<file path="config.mk">
export PLATFORM = sky130hd
export DESIGN_NAME = wb_burst_master
export DESIGN_NICKNAME = d
export VERILOG_FILES = /design/src/rtl/wb_burst_master.sv
export SDC_FILE = /design/constraint.sdc
export NUM_CORES = 1
export LEC_CHECK = 0
export ABC_AREA = 0
export CAP_MARGIN = 20
export CORE_MARGIN = 5
export CORE_UTILIZATION = 24
export DETAILED_ROUTE_END_ITERATION = 8
export SYNTH_ARGS = -nofsm -noshare
export SYNTH_HDL_FRONTEND = slang
export SYNTH_SLANG_ARGS = --single-unit
export TNS_END_PERCENT = 5
</file>
<file path="constraint.sdc">
create_clock -name sys_clk -period 4.6 [get_ports sys_clk]
set_input_delay 0.69 -clock sys_clk [delete_from_list [all_inputs] [get_ports sys_clk]]
set_output_delay 0.69 -clock sys_clk [all_outputs]
set_load 0.01 [all_outputs]
</file>
<file path="src/rtl/wb_burst_master.sv">
// wb_burst_master: Wishbone incrementing-burst master with per-beat ack timeout
module wb_burst_master #(
    parameter int DW  = 32,
    parameter int BL  = 5,
    parameter int TMO = 255
) (
    input  logic            sys_clk,
    input  logic            resetn,
    input  logic            cmd_valid,
    output logic            cmd_ready,
    input  logic            cmd_we,
    input  logic [25:0]     cmd_addr,
    input  logic [BL-1:0]   cmd_len,
    input  logic            wdat_valid,
    input  logic [DW-1:0]   wdat,
    output logic            wdat_ready,
    output logic            rdat_valid,
    output logic [DW-1:0]   rdat,
    output logic            done,
    output logic            err,
    output logic            wb_cyc_o,
    output logic            wb_stb_o,
    output logic            wb_we_o,
    output logic [25:0]     wb_addr_o,
    output logic [DW-1:0]   wb_dat_o,
    output logic [DW/8-1:0] wb_sel_o,
    output logic [2:0]      wb_cti_o,
    input  logic            wb_ack_i,
    input  logic [DW-1:0]   wb_dat_i
);
    localparam int TW = $clog2(TMO + 1);
    typedef enum logic [1:0] {IDLE, BURST, END} state_t;
    state_t        state;
    logic [BL-1:0] rem;
    logic [TW-1:0] tmo_cnt;
    logic          beat;
    assign wb_stb_o   = wb_cyc_o && (!wb_we_o || wdat_valid);
    assign beat       = wb_stb_o && wb_ack_i;
    assign wb_dat_o   = wdat;
    assign wdat_ready = beat && wb_we_o;
    assign cmd_ready  = resetn && state == IDLE;
    // Burst sequencing: rem counts beats left, so the final beat is rem==1 and cti can be staged one beat early
    always_ff @(posedge sys_clk or negedge resetn) begin
        if (!resetn) begin
            state      <= IDLE;
            rem        <= '0;
            tmo_cnt    <= '0;
            wb_cyc_o   <= 1'b0;
            wb_we_o    <= 1'b0;
            wb_addr_o  <= '0;
            wb_sel_o   <= '0;
            wb_cti_o   <= 3'b000;
            rdat_valid <= 1'b0;
            rdat       <= '0;
            done       <= 1'b0;
            err        <= 1'b0;
        end else begin
            done       <= 1'b0;
            err        <= 1'b0;
            rdat_valid <= beat && !wb_we_o;
            if (beat && !wb_we_o) rdat <= wb_dat_i;
            case (state)
                IDLE: if (cmd_valid) begin
                    state     <= BURST;
                    wb_cyc_o  <= 1'b1;
                    wb_we_o   <= cmd_we;
                    wb_addr_o <= cmd_addr;
                    wb_sel_o  <= '1;
                    rem       <= (cmd_len == '0) ? BL'(1) : cmd_len;
                    wb_cti_o  <= (cmd_len > BL'(1)) ? 3'b010 : 3'b000;
                    tmo_cnt   <= '0;
                end
                BURST: if (beat) begin
                    tmo_cnt <= '0;
                    if (rem == BL'(1)) begin
                        state    <= END;
                        wb_cyc_o <= 1'b0;
                        wb_sel_o <= '0;
                        wb_cti_o <= 3'b000;
                        done     <= 1'b1;
                    end else begin
                        rem       <= rem - BL'(1);
                        wb_addr_o <= wb_addr_o + 26'(DW / 8);
                        wb_cti_o  <= (rem == BL'(2)) ? 3'b111 : 3'b010;
                    end
                end else if (wb_stb_o) begin
                    if (tmo_cnt == TW'(TMO - 1)) begin
                        state    <= IDLE;
                        wb_cyc_o <= 1'b0;
                        wb_sel_o <= '0;
                        wb_cti_o <= 3'b000;
                        err      <= 1'b1;
                    end else begin
                        tmo_cnt <= tmo_cnt + TW'(1);
                    end
                end
                default: state <= IDLE;
            endcase
        end
    end
endmodule
</file>
==> metrics.csv <==
metric;value;unit
cp-end-kind;primary output;
clkTransAtPathRegs;60;ps
ys.flop_type;dfrtp_1;
peakVddDrop;0.000202;V
syn_to_final_growth;38.2;%
initial_core_util;24.5;%
fillCellCount;1793;
vias_per_cell;4.96;
die_h;146;um
p_leak;0.00239;uW
drc_errors;0;
ys_async_sr_fraction;100;%
final_max_slew_viol_count;0;
tns;0;ps
clock-sinks;80;
place.gp.congestion;0.764;
rsz0062_at_grt;no;
row_count;49;
numCtsBuffers;9;
io_buffers;141;
wirelength;12.9;mm
seq_area_frac_synth;45.1;%
mappedNetlistArea;4440;um2
fp.coreArea;18100;um2
p_clk_share;18.0;%
drt_pass1_iterations;4;
wl_per_cell;16.8;um
p_switching;1530;uW
maxCapViolCount;0;
synth_edf_count;0;
syn_inst;435;
yosysWarnings;0;
fin_skew;8.84;ps
cts_resized;0;
grt_pass1_wl;20.9;mm
path_max_fanout;10;
grt_overflow;0;
period_needed;3100;ps
first_iter_violations;167;
vias;3818;
die_x;146;um
cts_tree;yes;
p_seq_share;32.4;%
ys_ff_latch;80;
hold_path.class;in2async;
clock_path_buffers;2;
worstMarginPinSlew;931;ps
min_period_over_period;67.3;%
drive_gt1_share;12.6;%
cts_hold_buf;0;
cts_setup_buffers;0;
critPathArrivalTime;2410;ps
io_pins;206;
whs;317;ps
antenna_found_initial;0;
cts_max_level;3;
combPwrFrac;49.6;%
syn_area_per_cell;10.2;um2
grtUsageTotal;12.0;%
dpl.hpwl;9.24;mm
clock.fmax;0.323;GHz
root_buffer;clkbuf_16;
hold_viol;0;
path_class;in2out;
met3_usage;4.17;%
first_global_vias;3886;
ant_nets;0;
antenna_cells;0;
setup_viol;0;
relSlewSlack;37.4;%
insertion_delay;340;ps
p_int;2500;uW
syn-num-nets;542;
grt_util_met2;18.5;%
grt_max_degree;81;
grt_busiest_layer;met2;
fin_nets;642;
start_kind;input pin;
switching_share;37.9;%
p_per_area;657;nW/um2
status;finished clean;
dieArea;21300;um2
crit_required;3910;ps
gr-usage-met1;15.4;%
yosysUniqueCellTypes;60;
registers in the layout (all words and copies together), names as in the netlist:
signal	flops
wb_we_o	1
wb_addr_o	26
done	1
wb_cti_o	2
err	1
rdat_valid	1
state	2
rem	5
rdat	32
tmo_cnt	8
wb_sel_o	1
synthesized netlist by cell type (all sizes together) (6+ instances only):
master / number / area share (%)
nor4: 7 / 1.1
a211oi: 11 / 1.9
dfrtp: 80 / 45
ha: 6 / 1.7
nand2: 36 / 3.0
o41ai: 6 / 1.6
mux2: 33 / 8.4
o22ai: 8 / 1.1
o211ai: 7 / 1.2
nor2: 23 / 1.9
nor3: 8 / 0.90
clkbuf: 6 / 0.51
a31oi: 6 / 0.85
o21ai: 17 / 1.9
a21oi: 21 / 2.4
nand3: 10 / 1.2
buf: 54 / 8.6
and3: 8 / 1.1
inv: 10 / 0.85
logic make-up (layout without fill, tap and decap cells):
kind of cell             Yosys count  in the layout  synth area share, %
AO/OA/AOI/OAI                    114            114                 18.7
XOR/XNOR                           1              1                0.197
adder cells (fa/ha/maj)            6              6                 1.69
buffers and inverters             70            175                 9.93
flip-flops                        80             80                 45.1
AND/OR/NAND/NOR                  129            129                 15.5
multiplexers                      35             35                 8.83
per-layer routing:
| metal | routed length, um | share of wire [%] | vias up |
|---|---|---|---|
| met3 | 996 | 7.7 | 32 |
| met2 | 5720 | 44 | 170 |
| met4 | 299 | 2.3 | 0 |
| met5 | 0 | 0 | - |
| li1 | - | - | 1788 |
| met1 | 5860 | 46 | 1828 |
layout make-up:
type / instances / area, um2 / area share (%)
multi-input cells: 285 / 2010 / 32.8
repair buffers: 149 / 1490 / 24.4
clock buffers: 14 / 264 / 4.31
flip-flops and latches: 80 / 2000 / 32.7
clock inverters: 2 / 37.5 / 0.612
well taps: 229 / 287 / 4.68
inverters: 10 / 37.5 / 0.612
worst paths after layout:
path                                            endpoint  cells after the start  slack [ps]                     start
worst max register to register        rem[3]$_DFFE_PN0P_                      6        2150        rem[1]$_DFFE_PN0P_
min in group sys_clk            wb_addr_o[0]$_DFFE_PN0P_                      2         480  wb_addr_o[0]$_DFFE_PN0P_
max in group asynchronous           rdat[29]$_DFFE_PN0P_                      3        3680                    resetn
worst min register to register  wb_addr_o[0]$_DFFE_PN0P_                      2         480  wb_addr_o[0]$_DFFE_PN0P_
worst min-delay path              tmo_cnt[4]$_DFFE_PN0P_                      2         320                    resetn
worst max-delay path                          wdat_ready                      5        1500                wdat_valid
power groups by stage:
| stage | clock network, uW | registers, uW | logic [uW] |
|---|---|---|---|
| after floorplan | 0 | 1370 | 1050 |
| after global placement | 0 | 1300 | 1940 |
| after detailed placement | 0 | 1310 | 2000 |
| after CTS | 762 | 1300 | 2000 |
| after global routing | 800 | 1360 | 2170 |
| final | 726 | 1300 | 2000 |
through the flow:
step	area, um2	power, uW	utilization, %	cells	worst slack, ps
after floorplan	4440	2420	-	435	2510
after global placement	5790	3250	32.0	751	1500
after detailed placement	5790	3310	32.0	751	1430
after global routing	6130	4330	33.9	769	1430
final	6130	4030	33.9	769	1500
after CTS	6090	4070	33.7	767	1500
layout by cell type (no fill, tap or decap), types with 3 or more instances in the layout:
cell             synthesis  layout
nand2_1                 36      36
clkbuf_1                 6       3
nor3b_1                  5       5
a31o_2                   5       5
buf_4                   39       7
and4_1                   3       3
or3_1                    5       5
o41ai_1                  5       5
nand3_1                  9       9
a211oi_1                11      11
o211ai_1                 7       7
a21oi_1                 21      21
mux2_2                  33      33
a311oi_1                 5       5
nor3_1                   8       8
ha_1                     6       6
o31ai_1                  4       4
inv_1                   10      10
or4_1                    5       5
dfrtp_1                 80      80
o22ai_1                  8       8
a31oi_1                  6       6
o21ai_0                 17      17
nor2_1                  23      22
clkbuf_16                0       9
nor4_1                   6       6
clkdlybuf4s50_1          0     140
and3_1                   8       8
nand2b_1                 4       4
and2_1                   4       4
critical path: stages:
cell	delay, ps
clkdlybuf4s50_1	470
nand2b_1	340
and2_1	220
and3_1	150
clkdlybuf4s50_1	530
Note: power is estimated with default switching activity, not from simulation.
